### src/rtl/sonar_pkg.sv
// Shared state encoding and default timing for the ultrasonic ranging path.
package sonar_pkg;

  typedef enum logic [2:0] {
    IDLE      = 3'd0,
    TRIG      = 3'd1,
    WAIT_ECHO = 3'd2,
    MEASURE   = 3'd3,
    RESULT    = 3'd4,
    HOLDOFF   = 3'd5
  } sonar_state_e;

  localparam int unsigned DEF_CLK_PER_US   = 100;
  localparam int unsigned DEF_TRIG_US      = 10;
  localparam int unsigned DEF_ECHO_WAIT_US = 30000;
  localparam int unsigned DEF_MAX_ECHO_US  = 25000;
  localparam int unsigned DEF_HOLDOFF_US   = 60000;
  localparam int unsigned DEF_CNT_W        = 16;

endpackage

### src/rtl/sonar_ping_controller_if.sv
// Sensor pins and result signals of the ping controller; slave = controller side.
interface sonar_ping_controller_if import sonar_pkg::*; #(
  parameter int unsigned CNT_W = DEF_CNT_W
);
  logic             start;
  logic             continuous;
  logic             echo;
  logic             trigger;
  logic             busy;
  logic [CNT_W-1:0] distance;
  logic             valid;
  logic             no_echo;
  logic             out_of_range;

  modport master (
    output start, continuous, echo,
    input  trigger, busy, distance, valid, no_echo, out_of_range
  );

  modport slave (
    input  start, continuous, echo,
    output trigger, busy, distance, valid, no_echo, out_of_range
  );
endinterface

### src/rtl/us_tick_gen.sv
// Free-running prescaler: one-CLK tick strobe every CLK_PER_US cycles.
module us_tick_gen import sonar_pkg::*; #(
  parameter int unsigned CLK_PER_US = DEF_CLK_PER_US
) (
  input  logic CLK,
  input  logic RST_N,
  output logic tick
);
  localparam int unsigned PW = (CLK_PER_US > 1) ? $clog2(CLK_PER_US) : 1;
  localparam logic [PW-1:0] LAST = PW'(CLK_PER_US - 1);

  logic [PW-1:0] pre_q, pre_d;

  always_comb begin
    pre_d = (pre_q == LAST) ? '0 : pre_q + 1'b1;
  end

  always_ff @(posedge CLK or negedge RST_N) begin
    if (!RST_N) pre_q <= '0;
    else        pre_q <= pre_d;
  end

  assign tick = (pre_q == LAST);
endmodule

### src/rtl/sonar_ping_controller.sv
// One ranging cycle per request: trigger, wait for echo, time echo width in us, hold off.
module sonar_ping_controller import sonar_pkg::*; #(
  parameter int unsigned CLK_PER_US   = DEF_CLK_PER_US,
  parameter int unsigned TRIG_US      = DEF_TRIG_US,
  parameter int unsigned ECHO_WAIT_US = DEF_ECHO_WAIT_US,
  parameter int unsigned MAX_ECHO_US  = DEF_MAX_ECHO_US,
  parameter int unsigned HOLDOFF_US   = DEF_HOLDOFF_US,
  parameter int unsigned CNT_W        = DEF_CNT_W
) (
  input  logic                    CLK,
  input  logic                    RST_N,
  sonar_ping_controller_if.slave  bus
);
  localparam logic [CNT_W-1:0] TRIG_LIM = CNT_W'(TRIG_US);
  localparam logic [CNT_W-1:0] WAIT_LIM = CNT_W'(ECHO_WAIT_US);
  localparam logic [CNT_W-1:0] MAX_LIM  = CNT_W'(MAX_ECHO_US);
  localparam logic [CNT_W-1:0] HOLD_LIM = CNT_W'(HOLDOFF_US);

  logic tick;

  us_tick_gen #(.CLK_PER_US(CLK_PER_US)) u_tick (
    .CLK   (CLK),
    .RST_N (RST_N),
    .tick  (tick)
  );

  logic echo_s1_q, echo_s1_d;
  logic echo_s2_q, echo_s2_d;
  logic echo_s3_q, echo_s3_d;
  logic echo_rise, echo_fall;

  sonar_state_e     state_q, state_d;
  logic [CNT_W-1:0] cnt_q, cnt_d;
  logic [CNT_W-1:0] dist_q, dist_d;
  logic             no_echo_q, no_echo_d;
  logic             oor_q, oor_d;
  logic             trig_q, trig_d;
  logic             busy_q, busy_d;
  logic             valid_q, valid_d;

  always_comb begin
    echo_s1_d = bus.echo;
    echo_s2_d = echo_s1_q;
    echo_s3_d = echo_s2_q;
  end

  assign echo_rise = echo_s2_q & ~echo_s3_q;
  assign echo_fall = ~echo_s2_q & echo_s3_q;

  always_comb begin
    state_d   = state_q;
    dist_d    = dist_q;
    no_echo_d = no_echo_q;
    oor_d     = oor_q;

    unique case (state_q)
      IDLE: begin
        if (bus.start) state_d = TRIG;
      end
      TRIG: begin
        if (cnt_q >= TRIG_LIM) state_d = WAIT_ECHO;
      end
      WAIT_ECHO: begin
        // Rise is checked first so a rise coinciding with timeout still measures.
        if (echo_rise) begin
          state_d = MEASURE;
        end else if (cnt_q >= WAIT_LIM) begin
          state_d   = RESULT;
          dist_d    = '0;
          no_echo_d = 1'b1;
          oor_d     = 1'b0;
        end
      end
      MEASURE: begin
        if (echo_fall) begin
          state_d   = RESULT;
          dist_d    = cnt_q;
          no_echo_d = 1'b0;
          oor_d     = 1'b0;
        end else if (cnt_q >= MAX_LIM) begin
          state_d   = RESULT;
          dist_d    = MAX_LIM;
          no_echo_d = 1'b0;
          oor_d     = 1'b1;
        end
      end
      RESULT: begin
        state_d = HOLDOFF;
      end
      HOLDOFF: begin
        if (cnt_q >= HOLD_LIM) state_d = bus.continuous ? TRIG : IDLE;
      end
      default: begin
        state_d = IDLE;
      end
    endcase

    if (state_d != state_q)             cnt_d = '0;
    else if (tick && (cnt_q != '1))     cnt_d = cnt_q + 1'b1;
    else                                cnt_d = cnt_q;

    // Outputs are registered from the next state so they switch with the state flop.
    trig_d  = (state_d == TRIG);
    busy_d  = (state_d != IDLE);
    valid_d = (state_d == RESULT);
  end

  always_ff @(posedge CLK or negedge RST_N) begin
    if (!RST_N) begin
      echo_s1_q <= 1'b0;
      echo_s2_q <= 1'b0;
      echo_s3_q <= 1'b0;
      state_q   <= IDLE;
      cnt_q     <= '0;
      dist_q    <= '0;
      no_echo_q <= 1'b0;
      oor_q     <= 1'b0;
      trig_q    <= 1'b0;
      busy_q    <= 1'b0;
      valid_q   <= 1'b0;
    end else begin
      echo_s1_q <= echo_s1_d;
      echo_s2_q <= echo_s2_d;
      echo_s3_q <= echo_s3_d;
      state_q   <= state_d;
      cnt_q     <= cnt_d;
      dist_q    <= dist_d;
      no_echo_q <= no_echo_d;
      oor_q     <= oor_d;
      trig_q    <= trig_d;
      busy_q    <= busy_d;
      valid_q   <= valid_d;
    end
  end

  assign bus.trigger      = trig_q;
  assign bus.busy         = busy_q;
  assign bus.distance     = dist_q;
  assign bus.valid        = valid_q;
  assign bus.no_echo      = no_echo_q;
  assign bus.out_of_range = oor_q;
endmodule

### src/flat_wrapper.sv
// flat-port wrapper written by rule: the top's interface ports become plain ports
module sonar_ping_controller_flat import sonar_pkg::*;
#(
  parameter int unsigned CLK_PER_US   = DEF_CLK_PER_US,
  parameter int unsigned TRIG_US      = DEF_TRIG_US,
  parameter int unsigned ECHO_WAIT_US = DEF_ECHO_WAIT_US,
  parameter int unsigned MAX_ECHO_US  = DEF_MAX_ECHO_US,
  parameter int unsigned HOLDOFF_US   = DEF_HOLDOFF_US,
  parameter int unsigned CNT_W        = DEF_CNT_W
)
  (CLK, RST_N, bus_start, bus_continuous, bus_echo, bus_trigger, bus_busy, bus_distance, bus_valid, bus_no_echo, bus_out_of_range);
  sonar_ping_controller_if #(.CNT_W(CNT_W)) bus_i ();
  input  logic CLK;
  input  logic RST_N;
  input wire logic [$bits(bus_i.start)-1:0] bus_start;
  input wire logic [$bits(bus_i.continuous)-1:0] bus_continuous;
  input wire logic [$bits(bus_i.echo)-1:0] bus_echo;
  output wire logic [$bits(bus_i.trigger)-1:0] bus_trigger;
  output wire logic [$bits(bus_i.busy)-1:0] bus_busy;
  output wire logic [$bits(bus_i.distance)-1:0] bus_distance;
  output wire logic [$bits(bus_i.valid)-1:0] bus_valid;
  output wire logic [$bits(bus_i.no_echo)-1:0] bus_no_echo;
  output wire logic [$bits(bus_i.out_of_range)-1:0] bus_out_of_range;
  assign bus_i.start = bus_start;
  assign bus_i.continuous = bus_continuous;
  assign bus_i.echo = bus_echo;
  assign bus_trigger = bus_i.trigger;
  assign bus_busy = bus_i.busy;
  assign bus_distance = bus_i.distance;
  assign bus_valid = bus_i.valid;
  assign bus_no_echo = bus_i.no_echo;
  assign bus_out_of_range = bus_i.out_of_range;
  sonar_ping_controller #(.CLK_PER_US(CLK_PER_US), .TRIG_US(TRIG_US), .ECHO_WAIT_US(ECHO_WAIT_US), .MAX_ECHO_US(MAX_ECHO_US), .HOLDOFF_US(HOLDOFF_US), .CNT_W(CNT_W)) u_core (.CLK(CLK), .RST_N(RST_N), .bus(bus_i));
endmodule
### config.mk
export PLATFORM = sky130hd
export DESIGN_NAME = sonar_ping_controller_flat
export DESIGN_NICKNAME = d
export VERILOG_FILES = /design/src/rtl/sonar_pkg.sv /design/src/rtl/sonar_ping_controller_if.sv /design/src/rtl/us_tick_gen.sv /design/src/rtl/sonar_ping_controller.sv /design/src/flat_wrapper.sv
export SDC_FILE = /design/constraint.sdc
export NUM_CORES = 1
export LEC_CHECK = 0
export ABC_AREA = 1
export CORE_AREA = 2 2 86 88
export CTS_BUF_LIST = sky130_fd_sc_hd__clkbuf_4 sky130_fd_sc_hd__clkbuf_8 sky130_fd_sc_hd__clkbuf_16
export DETAILED_ROUTE_END_ITERATION = 6
export DIE_AREA = 0 0 88 90
export DONT_BUFFER_PORTS = 1
export GPL_TIMING_DRIVEN = 1
export HOLD_SLACK_MARGIN = 0.15
export PLACE_DENSITY = 0.51
export SLEW_MARGIN = 10
export SYNTH_ARGS = -nofsm -noshare
export SYNTH_HDL_FRONTEND = slang
export SYNTH_SLANG_ARGS = --single-unit
### constraint.sdc
create_clock -name CLK -period 2 [get_ports CLK]
set_input_delay 0.2 -clock CLK [delete_from_list [all_inputs] [get_ports CLK]]
set_output_delay 0.2 -clock CLK [all_outputs]
set_load 0.01 [all_outputs]
==> Word-level counts from Yosys, hierarchy flattened <==
Index checks and enable logic that the tools add are counted.
{ "op_classes": {"add_sub_neg": 2, "magnitude_cmp": 4, "eq_ne": 13, "mux": 27, "n_bitwise": 4, "reduce_logical": 6} }
{ "op_table": {"columns": ["op", "count"], "rows": [
  ["2-to-1 mux 16 bit", 6],
  ["greater-or-equal comparator 16 x 15 -> 1 bit, second input constant", 2],
  ["one-hot mux 16 bit (2 select lines)", 1],
  ["2-to-1 mux 3 bit", 7],
  ["one-hot mux 3 bit (6 select lines)", 1],
  ["adder 16 x 1 -> 16 bit, second input constant", 1],
  ["greater-or-equal comparator 16 bit, second input constant", 1],
  ["greater-or-equal comparator 16 x 4 -> 1 bit, second input constant", 1],
  ["!= test 16 bit, second input constant", 1],
  ["== test 3 bit, second input constant", 3],
  ["2-to-1 mux 1 bit", 9],
  ["adder 7 x 1 -> 7 bit, second input constant", 1],
  ["== test 7 bit, second input constant", 1],
  ["2-to-1 mux 7 bit", 1],
  ["== test 3 x 1 -> 1 bit, second input constant", 2],
  ["== test 3 x 2 -> 1 bit, second input constant", 2],
  ["one-hot mux 1 bit (2 select lines)", 2],
  ["AND reduction 4 bit", 1],
  ["nonzero test 2 bit", 2],
  ["logical NOT 3 bit", 1],
  ["!= test 3 x 1 -> 1 bit, second input constant", 1],
  ["!= test 3 bit", 1],
  ["nonzero test 3 bit", 1],
  ["bitwise AND 1 bit", 2],
  ["4 further kinds", 5]
]} }
{ "totals": {"register_bits": 50, "input_bits": 5, "out_inout_bits": 21, "wordCells": 68} }

==> Depth between registers and ports, before layout <==
Gate-level depths: netlist of the first run.
{ "logic_depth": {"word_depth": 6, "ltp_mapped": 14, "ltp_nobuf": 12} }

==> Modules after synthesis <==
Synthesis of the first run repeated with hierarchy kept, for this count alone.
{ "hier_totals": {"cells_unflattened": 331, "area_unflattened_um2": 2651.3} }
{ "modules_own_cells": {"columns": ["module", "n_inst", "cells_per_inst", "area_each_um2", "seq_area_each_um2"], "rows": [
  ["sonar_ping_controller", 1, 289, 2289.7, 1076.0],
  ["us_tick_gen", 1, 42, 361.6, 175.2]
]} }

==> Worst setup path before layout of the first run <==
OpenSTA, ideal clock, no wires.
{ "synth_path": {"path_type": "register to register", "start": "reg u_core.cnt_q[15]", "end": "reg u_core.cnt_q[8]", "setup_ps": 122, "arrival_time_ps": 1455, "required_ps": 1878, "path_slack_ps": 422, "stages_incl_launch_ff": 12, "n_path_buf": 1, "period_less_slack_ps": 1578, "path_cell_list": "dfrtp_1 > inv_2 > nand2_1 > nor2_1 > nor2b_1 > nand2_1 > nand3_2 > nand3_4 > o21a_4 > nand2_4 > buf_12 > nor2_2"} }
{ "synth_between": {"elab_chain_len": 6, "elab_cells_between_ends": 16, "cone_classes": "order compare (4); eq/ne (2); mux (8); reduce/logical (2)"} }
{ "synth_lines": {"columns": ["item", "line", "source"], "rows": [
  ["start, declared", "sonar_ping_controller.sv:33", "logic [CNT_W-1:0] cnt_q, cnt_d;"],
  ["start signal, assigned", "sonar_ping_controller.sv:126", "cnt_q <= cnt_d;"],
  ["greater-or-equal comparator 16 x 15 -> 1 bit, on equally long branches", "sonar_ping_controller.sv:80, sonar_ping_controller.sv:67", null],
  ["2-to-1 mux 3 bit, on equally long branches", "sonar_ping_controller.sv:80, sonar_ping_controller.sv:67", null],
  ["2-to-1 mux 3 bit, on equally long branches", "sonar_ping_controller.sv:75, sonar_ping_controller.sv:65", null],
  ["one-hot mux 3 bit (6 select lines)", "sonar_ping_controller.sv:56", "unique case (state_q)"],
  ["!= test 3 bit", "sonar_ping_controller.sv:98", "if (state_d != state_q) cnt_d = '0;"],
  ["2-to-1 mux 16 bit / nonzero test 2 bit (equally long branches)", null, null]
]} }
Several ways; a longest one is shown, not always the timed one.
A chain may end at the register's enable or synchronous reset.

==> Worst setup path after layout of the first run <==
{ "layout_path": {"start": "reg u_core.cnt_q[0]", "end": "reg u_core.cnt_q[14]"} }
Same word-level chain as after synthesis.

==> flow_metrics.env, run 1 <==
export IMPL_status="completed"
export IMPL_p_leak_nw=1.41
export IMPL_gp_congestion=0.911
export IMPL_clock_sinks=50
export IMPL_synth_ff_type="dfrtp_1"
export IMPL_crit_arrival_ns=2.00
export IMPL_clk_path_buf_depth=2
export IMPL_die_height_um=90
export IMPL_synth_warnings=0
export IMPL_p_int_mw=1.40
export IMPL_path_clk_slew_ns=0.10
export IMPL_final_min_clock_period_ns=1.81
export IMPL_synth_area_leader_cell="dfrtp_1"
export IMPL_cpPeakStageDelay_ns=0.43
export IMPL_timing_fmax_mhz=554
export IMPL_areaGrowthSynthToFinish_pct=10.2
export IMPL_yosysTopAreaCellShare=0.464
export IMPL_grt_usage=0.161
export IMPL_htreeDepth=2
export IMPL_synth_edff_count=0
export IMPL_power_switching_mw=0.397
export IMPL_layout_cells_non_filler=454
export IMPL_wl_um=5930
export IMPL_io_pins=26
export IMPL_drv_slew=0
export IMPL_diodes=0
export IMPL_critPathTopFamily="simple AND/OR/NAND/NOR gates"
export IMPL_finalHoldViolations=0
export IMPL_drc=0
export IMPL_routed_via_density=4.73
export IMPL_synth_cells=345
export IMPL_dp_hpwl_um=4450
export IMPL_max_cap_violations=0
export IMPL_ys_types=28
export IMPL_antenna_found_initial=0
export IMPL_numCtsBuffers=5
export IMPL_synthArstFlopShare=1.00
export IMPL_place_ws_ns=0.186
export IMPL_synthTopCellsByArea="dfrtp_1, nand2_1, nor2_1, inv_1, o21ai_0"
export IMPL_fin_util=0.423
export IMPL_cts_tree="yes"
export IMPL_drive_above_1_share=0.135
export IMPL_fin_tns_setup_ns=0
export IMPL_fin_ws_ns=0.195
export IMPL_vias=2147
export IMPL_critPathKind="flop to flop"
export IMPL_fin_area_um2=2970
export IMPL_pwr_share_seq=0.564
export IMPL_netSwitchingFraction=0.221
export IMPL_min_period_over_period=0.903
export IMPL_drtAntennaViolNets=0
export IMPL_clk_latency_ns=0.31
export IMPL_crit_buf_inv=1
export IMPL_drt_iter0_markers=89
export IMPL_placed_area_um2=2810
export IMPL_worst_pin_slew_ns=0.363
export IMPL_setup_viol=0
export IMPL_path_cells="ha_1 > inv_1 > nor2_1 > nand2_1 > nor2_1 > nor2_4 > nand2_2 > nor3_2 > nand4_1 > nand2_1 > nor2_2"
export IMPL_finClkSkew_ns=0.00957
export IMPL_grt_pass1_wl_um=10000
export IMPL_dieWidth_um=88
export IMPL_cp_required_ns=2.20
export IMPL_cts_setup_buffers=0
export IMPL_initial_utilization=0.384
export IMPL_syn_area_per_cell_um2=7.82
export IMPL_netlist_area_um2=2700
export IMPL_grt_max_degree=51
export IMPL_start_kind="flop"
export IMPL_grt_overflow=0
export IMPL_cts_root_buf="clkbuf_8"
export IMPL_final_nets=362
export IMPL_p_comb_frac=0.020
export IMPL_synth_fp_nets=353
export IMPL_wl_per_cell_um=13.1
export IMPL_hold_path_class="input pin to flop"
export IMPL_die_area_um2=7920
export IMPL_grt_pass1_vias=2027
export IMPL_yosysSeqAreaShare=0.464
export IMPL_portBuffers=0
export IMPL_rsz0062_at_grt="false"
export IMPL_rows=31
export IMPL_synth_seq_cells=50
export IMPL_crit_path_top_delay_cell="dfrtp_1"
export IMPL_p_clk_frac=0.417
export IMPL_cp_end_kind="flop"
export IMPL_detail_route_first_pass_iterations=4
export IMPL_irDropWorstVdd_mv=0.288
export IMPL_p_total_mw=1.80
export IMPL_dp_cells=443
export IMPL_crit_fanout=8
export IMPL_power_density_nw_per_um2=605
export IMPL_coreArea_um2=7020
export IMPL_slew_headroom=0.757
export IMPL_whs_ns=0.167
==> synth_stat cells (3+ instances only) <==
master,n
nand2_1,86
dfrtp_1,50
nor2_1,40
inv_1,39
o21ai_0,29
nand3_1,20
nand4_1,15
nor2_2,14
xor2_1,7
a21oi_1,6
inv_2,6
nand2_2,5
nor3_1,4
buf_2,3
ha_1,3
nor2_4,3
==> logic make-up (layout without fill, tap and decap cells) <==
| kind of cell | count (synthesis) | after routing | synth area share |
|---|---|---|---|
| DFF | 50 | 50 | 0.464 |
| xor gates and xnor gates | 7 | 7 | 0.0227 |
| AOI/OAI and AO/OA | 38 | 38 | 0.0742 |
| adders and majority gates | 3 | 3 | 0.0139 |
| and+or+nand+nor | 197 | 197 | 0.346 |
| buffers and inverters | 50 | 60 | 0.0797 |
==> routing by layer <==
metal  wire length, µm  vias to the layer above  global-route usage
met5                 0                        -                   0
met4                63                        0              0.0385
met3               205                        5              0.0321
met2              2800                       38               0.261
met1              2850                      979               0.217
li1                  -                     1125                   -
==> path summary, 6_finish.rpt <==
path | end | start | depth (start not counted) | slack (ns)
max | u_core.cnt_q[14] | u_core.cnt_q[0] | 11 | 0.19
min | u_core.state_q[0] | bus_continuous | 4 | 0.17
max reg2reg | u_core.cnt_q[14] | u_core.cnt_q[0] | 11 | 0.19
min reg2reg | u_core.echo_s2_q | u_core.echo_s1_q | 0 | 0.36
max in group asynchronous | u_core.u_tick.pre_q[4] | RST_N | 2 | 1.38
min in group asynchronous | u_core.bus.distance[5] | RST_N | 2 | 0.38
==> what timing repair did <==
item,CTS,global route
endpoints found under the setup margin,0,3
hold buffers,3,0
resized for setup,0,1
endpoints found under the hold margin,51,0
==> final cells by class <==
cell class / count / area [µm²]
repair buffers: 7 / 77.6
well taps: 99 / 124
clock buffers: 5 / 68.8
clock inverters: 3 / 47.5
flip-flops and latches: 50 / 1250
inverters: 45 / 169
multi-input cells: 245 / 1230
fillers: 720 / 4050
==> power groups by stage <==
stage | registers [mW] | clock network [mW] | logic [mW]
after floorplan | 1.03 | 0 | 0.00450
after global placement | 1.03 | 0 | 0.00676
after detailed placement | 1.03 | 0 | 0.00666
after CTS | 1.01 | 0.777 | 0.0376
after global routing | 1.02 | 0.824 | 0.0418
final | 1.01 | 0.750 | 0.0354
==> layout by cell type (no fill, tap or decap), drive strengths merged <==
master | netlist | layout
nand3 | 23 | 23
a21oi | 6 | 6
xor2 | 7 | 7
ha | 3 | 3
inv | 45 | 46
buf | 5 | 5
clkbuf | 0 | 5
dfrtp | 50 | 50
bufinv | 0 | 1
nor4 | 1 | 1
nand4 | 15 | 15
nor2 | 57 | 57
clkinv | 0 | 1
o21a | 1 | 1
dlygate4sd3 | 0 | 2
nor2b | 1 | 1
nand3b | 2 | 2
o21ai | 31 | 31
nor3 | 5 | 5
nor3b | 1 | 1
nand2 | 92 | 92
==> worst min-delay path, delay by kind of cell <==
family                 cells  cell delay, ns
buffers and inverters      1            0.02
and+or+nand+nor            3            0.23
==> sequential cells by signal (all words and copies together) (netlist names) <==
name,cells
u_core.state_q,3
u_core.bus.distance,16
u_core.echo_s3_q,1
u_core.bus.busy,1
u_core.echo_s1_q,1
u_core.cnt_q,16
u_core.u_tick.pre_q,7
u_core.bus.valid,1
u_core.bus.no_echo,1
u_core.echo_s2_q,1
u_core.bus.out_of_range,1
u_core.bus.trigger,1
Note: power is estimated with default switching activity, not from simulation.
==> run 2, diff against run 1 <==
--- a/config.mk
+++ b/config.mk
@@ -14,6 +14,7 @@
 export GPL_TIMING_DRIVEN = 1
 export HOLD_SLACK_MARGIN = 0.15
 export PLACE_DENSITY = 0.51
+export SKIP_CTS_REPAIR_TIMING = 1
 export SLEW_MARGIN = 10
 export SYNTH_ARGS = -nofsm -noshare
 export SYNTH_HDL_FRONTEND = slang
==> flow_metrics.env, run 2 (synthesized netlist as in run 1, its figures left out) <==
export IMPL_cp_required_ns=2.20
export IMPL_clk_latency_ns=0.31
export IMPL_timing_fmax_mhz=555
export IMPL_status="completed"
export IMPL_critPathKind="flop to flop"
export IMPL_vias=2134
export IMPL_placed_area_um2=2810
export IMPL_max_cap_violations=0
export IMPL_fin_util=0.423
export IMPL_routed_via_density=4.70
export IMPL_power_density_nw_per_um2=605
export IMPL_p_int_mw=1.40
export IMPL_worst_pin_slew_ns=0.361
export IMPL_p_leak_nw=1.41
export IMPL_wl_um=5940
export IMPL_coreArea_um2=7020
export IMPL_portBuffers=0
export IMPL_final_min_clock_period_ns=1.80
export IMPL_cts_root_buf="clkbuf_8"
export IMPL_detail_route_first_pass_iterations=4
export IMPL_cts_tree="yes"
export IMPL_fillers=720
export IMPL_dp_cells=443
export IMPL_rows=31
export IMPL_final_cell_mix="nand2_1, dfrtp_1, inv_1, nor2_1, o21ai_0"
export IMPL_dieWidth_um=88
export IMPL_drtAntennaViolNets=0
export IMPL_fin_area_um2=2970
export IMPL_slew_headroom=0.758
export IMPL_crit_arrival_ns=2.00
export IMPL_finalHoldViolations=0
export IMPL_setup_viol=0
export IMPL_htreeDepth=2
export IMPL_die_height_um=90
export IMPL_diodes=0
export IMPL_final_nets=362
export IMPL_final_common_cell="nand2_1"
export IMPL_worstHoldStart="bus_continuous"
export IMPL_netSwitchingFraction=0.221
export IMPL_min_period_over_period=0.901
export IMPL_clock_sinks=50
export IMPL_initial_utilization=0.384
export IMPL_min_delay_path_depth=4
export IMPL_grt_usage=0.160
export IMPL_drive_above_1_share=0.135
export IMPL_areaGrowthSynthToFinish_pct=10.2
export IMPL_path_clk_slew_ns=0.10
export IMPL_p_total_mw=1.80
export IMPL_r2r_start="u_core.u_tick.pre_q[0]"
export IMPL_drt_iter0_markers=121
export IMPL_antenna_found_initial=0
export IMPL_grt_pass1_wl_um=9960
export IMPL_crit_fanout=8
export IMPL_p_clk_frac=0.417
export IMPL_wl_per_cell_um=13.1
export IMPL_clk_path_buf_depth=2
export IMPL_drv_slew=0
export IMPL_die_area_um2=7920
export IMPL_finClkSkew_ns=0.00830
export IMPL_drc=0
export IMPL_rsz0062_at_grt="false"
export IMPL_grt_overflow=0
export IMPL_p_comb_frac=0.020
export IMPL_cp_end_kind="flop"
export IMPL_numCtsBuffers=5
export IMPL_io_pins=26
export IMPL_layout_cells_non_filler=454
export IMPL_gp_congestion=0.911
export IMPL_pwr_share_seq=0.564
export IMPL_fin_tns_setup_ns=0
export IMPL_ff2ff_path_depth=10
export IMPL_irDropWorstVdd_mv=0.287
export IMPL_power_switching_mw=0.398
export IMPL_grt_pass1_vias=2023
export IMPL_start_kind="flop"
export IMPL_dp_hpwl_um=4450
export IMPL_r2r_slack_ns=0.20
export IMPL_holdPathEnd="u_core.state_q[0]"
export IMPL_grt_max_degree=51
export IMPL_rr_endpoint="u_core.cnt_q[14]"
export IMPL_hold_path_class="input pin to flop"
==> run 2: cell counts in the layout (fill, tap and decap cells not counted) <==
No cell type changed its count.
==> run 2: area by class of cell <==
type / instances / area (µm²) / area share
flip-flops and latches: 50 / 1250 / 0.421
repair buffers: 7 / 77.6 / 0.0261
inverters: 45 / 169 / 0.0568
multi-input cells: 245 / 1230 / 0.415
clock buffers: 5 / 68.8 / 0.0231
clock inverters: 3 / 47.5 / 0.0160
well taps: 99 / 124 / 0.0417
==> run 2: metrics by stage <==
stage                     hold WS (ns)  setup slack, ns
after floorplan                -0.0956            0.422
after global placement         -0.0946            0.198
after detailed placement       -0.0945            0.186
after CTS                       -0.442            0.165
after global routing             0.188           0.0129
final                            0.162            0.197
==> run 2: worst max-delay path: stages (launching register included) <==
cell	delay (ns)
dfrtp_1	0.38
ha_1	0.19
nand2_1	0.10
nor2_4	0.18
inv_2	0.08
nor2_4	0.17
nand2_2	0.13
nor3_2	0.20
nand4_1	0.11
nand2_1	0.10
nor2_2	0.05
==> run 2: worst max-delay path by stage <==
stage	startpoint	end	slack, ns	cells after the start
floorplan	u_core.cnt_q[15]	u_core.cnt_q[8]	0.42	11
global placement	u_core.cnt_q[14]	u_core.cnt_q[1]	0.20	11
detailed placement	u_core.u_tick.pre_q[0]	u_core.cnt_q[14]	0.19	10
CTS	u_core.u_tick.pre_q[0]	u_core.cnt_q[14]	0.16	10
global route	u_core.u_tick.pre_q[0]	u_core.cnt_q[14]	0.01	11
finish	u_core.u_tick.pre_q[0]	u_core.cnt_q[14]	0.20	10
==> run 2: power groups by stage <==
stage               registers (mW)  logic [mW]  clock network (mW)
floorplan                     1.03     0.00450                   0
global placement              1.03     0.00676                   0
CTS                           1.01     0.00670               0.777
finish                        1.01      0.0357               0.750
global route                  1.02      0.0417               0.824
detailed placement            1.03     0.00666                   0
==> run 2: metal layers <==
metal | track usage | vias up | routed length [µm]
met1 | 0.215 | 976 | 2860
li1 | - | 1124 | -
met2 | 0.261 | 29 | 2810
met3 | 0.0331 | 5 | 206
met4 | 0.0385 | 0 | 59
met5 | 0 | - | 0
==> run 3, diff against run 2 <==
--- a/config.mk
+++ b/config.mk
@@ -6,6 +6,8 @@
 export NUM_CORES = 1
 export LEC_CHECK = 0
 export ABC_AREA = 1
+export CELL_PAD_IN_SITES_DETAIL_PLACEMENT = 0
+export CELL_PAD_IN_SITES_GLOBAL_PLACEMENT = 1
 export CORE_AREA = 2 2 86 88
 export CTS_BUF_LIST = sky130_fd_sc_hd__clkbuf_4 sky130_fd_sc_hd__clkbuf_8 sky130_fd_sc_hd__clkbuf_16
 export DETAILED_ROUTE_END_ITERATION = 6
@@ -13,7 +15,7 @@
 export DONT_BUFFER_PORTS = 1
 export GPL_TIMING_DRIVEN = 1
 export HOLD_SLACK_MARGIN = 0.15
-export PLACE_DENSITY = 0.51
+export PLACE_DENSITY = 0.65
 export SKIP_CTS_REPAIR_TIMING = 1
 export SLEW_MARGIN = 10
 export SYNTH_ARGS = -nofsm -noshare
==> flow_metrics.env, run 3 (synthesized netlist as in run 1, its figures left out) <==
export IMPL_setup_viol=0
export IMPL_drc=0
export IMPL_grt_overflow=0
export IMPL_wl_um=6320
export IMPL_r2r_slack_ns=0.17
export IMPL_dp_cells=445
export IMPL_timing_fmax_mhz=548
export IMPL_final_min_clock_period_ns=1.83
export IMPL_initial_utilization=0.384
export IMPL_cp_required_ns=2.19
export IMPL_final_common_cell="nand2_1"
export IMPL_coreArea_um2=7020
export IMPL_layout_cells_non_filler=457
export IMPL_rows=31
export IMPL_drive_above_1_share=0.151
export IMPL_portBuffers=0
export IMPL_whs_ns=0.170
export IMPL_grt_max_degree=51
export IMPL_dp_hpwl_um=4700
export IMPL_max_cap_violations=0
export IMPL_cts_tree="yes"
export IMPL_cp_end_kind="flop"
export IMPL_vias=2223
export IMPL_crit_path_start="u_core.cnt_q[4]"
export IMPL_grt_pass1_wl_um=10700
export IMPL_detail_route_first_pass_iterations=4
export IMPL_io_pins=26
export IMPL_diodes=0
export IMPL_start_kind="flop"
export IMPL_clk_latency_ns=0.31
export IMPL_die_area_um2=7920
export IMPL_power_density_nw_per_um2=557
export IMPL_fillers=731
export IMPL_numCtsBuffers=5
export IMPL_antenna_found_initial=0
export IMPL_irDropWorstVdd_mv=0.271
export IMPL_finClkSkew_ns=0.00905
export IMPL_gp_congestion=0.792
export IMPL_slew_headroom=0.770
export IMPL_worst_pin_slew_ns=0.344
export IMPL_wl_per_cell_um=13.8
export IMPL_fin_area_um2=2990
export IMPL_crit_fanout=8
export IMPL_drtAntennaViolNets=0
export IMPL_r2r_start="u_core.cnt_q[4]"
export IMPL_grt_pass1_vias=2183
export IMPL_areaGrowthSynthToFinish_pct=10.7
export IMPL_cts_root_buf="clkbuf_8"
export IMPL_fin_tns_setup_ns=0
export IMPL_htreeDepth=2
export IMPL_clock_sinks=50
export IMPL_min_period_over_period=0.913
export IMPL_ff2ff_path_depth=9
export IMPL_rsz0062_at_grt="false"
export IMPL_path_clk_slew_ns=0.10
export IMPL_p_leak_nw=1.43
export IMPL_finalHoldViolations=0
export IMPL_final_nets=365
export IMPL_hold_path_class="input pin to flop"
export IMPL_critPathKind="flop to flop"
export IMPL_crit_arrival_ns=2.02
export IMPL_rr_endpoint="u_core.cnt_q[10]"
export IMPL_final_cell_mix="nand2_1, dfrtp_1, inv_1, nor2_1, o21ai_0"
export IMPL_clk_path_buf_depth=2
export IMPL_crit_path_end="u_core.cnt_q[10]"
export IMPL_placed_area_um2=2820
export IMPL_dieWidth_um=88
export IMPL_drv_slew=0
export IMPL_drt_iter0_markers=135
export IMPL_grt_usage=0.172
export IMPL_routed_via_density=4.86
export IMPL_die_height_um=90
export IMPL_status="completed"
## run 3: cell types whose count changed in the layout (fill, tap and decap cells not counted), sizes merged
cell,before,now
inv,46,45
clkinv,1,2
clkinvlp,0,1
bufinv,1,0
buf,5,8
## run 3: worst min-delay path by stage
stage,start,endpoint,cells past startpoint
6_report,bus_continuous,u_core.state_q[0],4
2_1_floorplan,RST_N,u_core.bus.busy,0
3_5_place_dp,RST_N,u_core.echo_s3_q,0
3_3_place_gp,RST_N,u_core.echo_s3_q,0
5_1_grt,bus_continuous,u_core.state_q[0],4
4_1_cts,RST_N,u_core.echo_s3_q,0
## run 3: routing by layer
| layer | vias to the layer above | part of all wire | GRT usage | wire, µm |
|---|---|---|---|---|
| li1 | 1130 | - | - | - |
| met1 | 1044 | 0.48 | 0.232 | 3000 |
| met2 | 41 | 0.48 | 0.282 | 3000 |
| met3 | 8 | 0.038 | 0.0321 | 239 |
| met4 | 0 | 0.012 | 0.0423 | 74 |
| met5 | - | 0 | 0 | 0 |
## run 3: final cells by class
type,count,area [µm²],share of cell area
Inverter,45,169,0.0565
Clock inverter,3,21.3,0.00712
Sequential cell,50,1250,0.419
Timing Repair Buffer,10,100,0.0335
Tap cell,99,124,0.0415
Clock buffer,5,68.8,0.0230
Multi-Input combinational cell,245,1250,0.419
## run 3: metrics by stage
stage	worst slack, ns	power [mW]	utilization
6_report	0.174	1.66	0.426
5_1_grt	0.00851	1.74	0.426
4_1_cts	0.111	1.66	0.415
3_5_place_dp	0.128	1.04	0.402
3_3_place_gp	0.0870	1.04	0.402
2_1_floorplan	0.422	1.04	-
## run 3: critical path: stages, from the launching register on
cell,delay [ns]
dfrtp_1,0.52
nand2_2,0.13
nor2_1,0.19
nand2_1,0.08
nor2_1,0.19
nor2_4,0.09
nand2_2,0.14
nor3_4,0.06
o21ai_0,0.25
nor2_2,0.07
## run 3: power by group
group / leakage, nW / switching (mW) / total [mW] / internal [mW]
Clock: 0.0441 / 0.366 / 0.613 / 0.247
Sequential: 0.660 / 0.00106 / 1.01 / 1.01
Combinational: 0.723 / 0.0263 / 0.0358 / 0.00953
